## config.mk

```make
export PLATFORM = sky130hd
export DESIGN_NAME = sad_accum_8bit
export DESIGN_NICKNAME = d
export VERILOG_FILES = /design/src/rtl/sad_accum_8bit.sv
export SDC_FILE = /design/constraint.sdc
export NUM_CORES = 1
export LEC_CHECK = 0
export CORE_MARGIN = 2
export CORE_UTILIZATION = 35
export CTS_BUF_LIST = sky130_fd_sc_hd__clkbuf_4
export DETAILED_ROUTE_END_ITERATION = 8
export HOLD_SLACK_MARGIN = 0.06
export PLACE_DENSITY = 0.59
export SYNTH_ARGS = -nofsm -noshare
export SYNTH_HDL_FRONTEND = slang
export SYNTH_SLANG_ARGS = --single-unit
```

## constraint.sdc

```tcl
create_clock -name clock -period 4.44 [get_ports clock]
set_input_delay 0.444 -clock clock [delete_from_list [all_inputs] [get_ports clock]]
set_output_delay 0.444 -clock clock [all_outputs]
set_load 0.01 [all_outputs]
```

## src/rtl/sad_accum_8bit.sv

```systemverilog
// Sum-of-absolute-differences accumulator: collects N_SAMPLES a/b pairs into
// one SAD value, then holds it until the consumer acknowledges.
module sad_accum_8bit #(
  parameter int N_SAMPLES = 16,
  parameter int ACC_W     = 12
) (
  input  logic             clock,
  input  logic             reset_n,
  input  logic             start,
  input  logic [7:0]       a,
  input  logic [7:0]       b,
  input  logic             in_valid,
  output logic             in_ready,
  output logic [7:0]       diff,
  output logic [ACC_W-1:0] sad,
  output logic             sad_valid,
  input  logic             sad_ack,
  output logic             busy
);

  localparam int CNT_W = (N_SAMPLES > 1) ? $clog2(N_SAMPLES) : 1;
  localparam logic [CNT_W-1:0] LAST = CNT_W'(N_SAMPLES - 1);

  typedef enum logic [1:0] {IDLE, ACCUM, DONE} state_t;

  state_t           state, next_state;
  logic [CNT_W-1:0] count;
  logic             accept;
  logic [7:0]       abs_p0;

  // Borrow of the 9-bit a-b selects negation; exact 0..255, never saturates.
  function automatic logic [7:0] abs_diff(input logic [7:0] x, input logic [7:0] y);
    logic signed [8:0] d;
    d = $signed({1'b0, x}) - $signed({1'b0, y});
    if (d < 0) d = -d;
    return d[7:0];
  endfunction

  assign accept    = (state == ACCUM) && in_valid;
  assign abs_p0    = abs_diff(a, b);
  assign in_ready  = (state == ACCUM);
  assign busy      = (state == ACCUM) || (state == DONE);
  assign sad_valid = (state == DONE);

  always_ff @(posedge clock) begin
    if (!reset_n) state <= IDLE;
    else          state <= next_state;
  end

  always_comb begin
    next_state = state;
    case (state)
      IDLE:    if (start) next_state = ACCUM;
      ACCUM:   if (accept && count == LAST) next_state = DONE;
      DONE:    if (sad_ack) next_state = IDLE;
      default: next_state = IDLE;
    endcase
  end

  // Accumulation stage: a/b only matter on accepted cycles.
  always_ff @(posedge clock) begin
    if (!reset_n || (state == IDLE && start)) begin
      sad   <= '0;
      diff  <= '0;
      count <= '0;
    end else if (accept) begin
      sad   <= sad + ACC_W'(abs_p0);
      diff  <= abs_p0;
      count <= count + 1'b1;
    end
  end

endmodule

```

==> flow_summary.ini, run 1 <==
[synth]
ys_ff_latch = 26
synth_flop_cell = dfxtp_1
syn_area_mm2 = 0.00196
avgSynthCellArea_um2 = 8.01
synth_top_family_by_area = compound AO/OA/AOI/OAI gates
synth_nets = 290
netlist_instances = 245
synth_enable_flop_cells = 0
synthArstFlopShare_pct = 0
synth_compound_area_share_pct = 22.5
synth_cell_type_count = 47
ys_warn_count = 0
synth-simple-area-share_pct = 19.2
yosysSeqAreaShare_pct = 26.5
synth-xor-area-share_pct = 8.29
muxShareOfSynthArea_pct = 1.85
yosys.area_share.adder_pct = 16.1

[clock_network]
clk_pin_slew_ps = 130
clk_latency_ps = 320
cts_hold_buf = 0
htreeDepth = 1
cts_buffers = 3
cts_tree = yes
ctsRootBufferMaster = clkbuf_4
cts_buffer_depth = 2
cts.sinks = 26

[sta]
slew_headroom_pct = 44.8
drv_slew = 0
worstMarginPinSlew_ps = 829
fmax_mhz = 236
setup-violations-final = 0
finalHoldViolCount = 0
min_period_over_period_pct = 95.6
finClkSkew_ps = 1.36
final.min_clock_period_ps = 4240
whs_ps = 475

[worst_setup_path]
cp-start-kind = input port
cp_max_fo = 4
r2r_setup_slack_ps = 2110
r2r_cells = 9
r2r-start = sad[0]
max_stage_delay_ps = 460
critPathCaptureType = register
slowest_stage = clkdlybuf4s50_1
cpMostUsedCell = a21oi_1
required_ps = 4640
crit_type = input port to register
path_cells = clkdlybuf4s50_1 > ha_1 > inv_1 > fa_1 > a211o_1 > a211oi_2 > o21bai_1 > a21oi_1 > mux2_2 > ha_1 > a21o_1 > a21oi_1 > o21bai_1 > a2111o_1 > a31oi_1 > or3_1 > a21oi_1
reg2reg_to = sad[10]
arrival_ps = 4440

[grt]
grt.total_usage_pct = 15.2
grt_max_degree = 24
antenna_found_initial = 0
grt_pass1_wl_mm = 7.72
grt_overflow = 0
first_global_vias = 1730

[floorplan]
coreArea_mm2 = 0.00547
die_area_mm2 = 0.00622
ios = 44
initial_core_util_pct = 35.9
die_w_um = 78.9
die_y_um = 78.9
num_rows = 27

[layout]
num_antenna_cells = 0
finish.net_count = 345
n_fill_cell = 544
multiInputGateArea_mm2 = 0.00134
post-route-util_pct = 47.4
syn_to_final_growth_pct = 32.1
regArea_um2 = 520
drive_above_1_share_pct = 8.39

[routing]
wl_per_cell_um = 12.4
drtIter0Drc = 44
wirelength_mm = 4.61
avgViaCountPerCell = 4.96
route.detailed.drc = 0
drt_first_pass_iters = 4
vias = 1834
ant_nets = 0

[power]
leakage_uw = 0.00110
power.share.clock_pct = 11.5
internal_power_uw = 526
p_seq_share_pct = 31.9
sw_frac_of_total_pct = 39.8
switching_power_uw = 349
peakVddDrop_mv = 0.231
pwr-share-comb_pct = 56.6
cellPowerDensity_mw_per_mm2 = 337

[flow_run]
max_cap_violations = 0

[min_path]
hold_path.class = register to register
hold_depth = 2
hp-start = diff[1]
worst_hold_path.endpoint = diff[1]

[status]
outcome = finished, final reports clean

[place]
gp_congestion = 0.861
hpwl_mm = 3.52
portBuffers = 43
-- synthesized netlist by cell type, drive strengths merged (3+ instances only) --
library cell	instances	area share [%]
and2	3	0.96
or3	3	0.96
xnor2	12	5.4
a221oi	4	1.8
o21bai	3	1.1
nand2	31	5.9
o21ai	11	2.8
inv	22	4.2
ha	22	14
dfxtp	26	27
clkbuf	7	1.3
nand4	3	0.96
nor2b	5	1.6
a21oi	22	5.6
nor2	21	4.0
xor2	4	1.8
a21o	5	2.0
a211oi	5	1.9
-- layout by cell type (no fill, tap or decap), types with 3 or more instances in the layout --
cell type,n
and2_1,3
a21oi_1,21
clkdlybuf4s50_1,43
o21bai_1,3
nor2b_1,5
buf_4,14
xnor2_1,12
nor2_1,21
inv_1,22
nand2_1,31
ha_1,22
xor2_1,4
a21o_1,4
a211oi_1,4
dfxtp_1,26
o21ai_0,11
or3_1,3
a221oi_1,4
nand4_1,3
clkbuf_4,3
-- sequential cells by signal (all words and copies together) (netlist names) --
register,count
sad,12
diff,8
count,4
state,2
-- critical path: cells and delay by family --
| family | cells | cell delay (ps) |
|---|---|---|
| adders and majority gates | 3 | 790 |
| muxes | 1 | 390 |
| buffers and inverters | 2 | 510 |
| AOI/OAI and AO/OA | 10 | 2150 |
| and+or+nand+nor | 1 | 160 |
-- worst max-delay path by stage --
stage / cells after the start / slack [ps] / start / end
after floorplan: 17 / 150 / a[0] / sad[10]
after global placement: 17 / -160 / b[0] / sad[10]
after detailed placement: 17 / -250 / b[0] / sad[10]
after CTS: 17 / 110 / b[0] / sad[10]
after global routing: 18 / -50 / a[0] / sad[10]
final: 17 / 200 / b[0] / sad[11]
-- timing repair --
action	4_1_cts	5_1_grt
setup buffers	0	0
setup endpoints to repair	0	3
gates resized for setup	0	2
-- through the flow --
stage / setup WS (ps) / setup TNS (ps) / std cells / power (uW) / instance area [um^2]
CTS: 114 / 0 / 370 / 880 / 2580
floorplan: 148 / 0 / 245 / 607 / 1960
global route: -51.1 / -113 / 370 / 961 / 2590
global placement: -162 / -370 / 367 / 775 / 2560
detailed placement: -246 / -592 / 367 / 779 / 2560
finish: 196 / 0 / 370 / 875 / 2590
-- power by group through the flow --
stage	registers [uW]	clock network [uW]	logic [uW]
after floorplan	290	0	317
after global placement	284	0	491
after detailed placement	285	0	494
after CTS	280	105	496
after global routing	284	119	559
final	279	100	495
-- layout make-up --
cell class | instances | share of cell area (%)
clock buffers | 3 | 0.868
flip-flops and latches | 26 | 20.1
repair buffers | 57 | 20.6
well taps | 72 | 3.47
multi-input cells | 190 | 51.8
inverters | 22 | 3.18
-- routing by layer --
metal / up-vias / GRT usage (%) / wire, um
li1: 969 / - / -
met1: 824 / 19.7 / 2160
met2: 37 / 27.0 / 2240
met3: 4 / 1.14 / 149
met4: 0 / 4.66 / 53
met5: - / 0 / 0
-- cells by family after synthesis --
logic type                 count (synthesis)
and+or+nand+nor                           80
AOI/OAI and AO/OA                         66
buffers and inverters                     29
DFF                                       26
adders and majority gates                 24
xor gates and xnor gates                  17
muxes                                      3
Power figures use the tool's default switching activity.
==> inputs of run 2 (changes only) <==
Settings changed: HOLD_SLACK_MARGIN 0.06 to 0.1.
==> results of run 2 <==
The final DEF is identical to that of run 1; final timing and power are the same.
==> inputs of run 3 (changes only) <==
Settings changed: GPL_ROUTABILITY_DRIVEN set to 0.
==> results of run 3 <==
The final DEF is identical to that of run 1; final timing and power are the same.
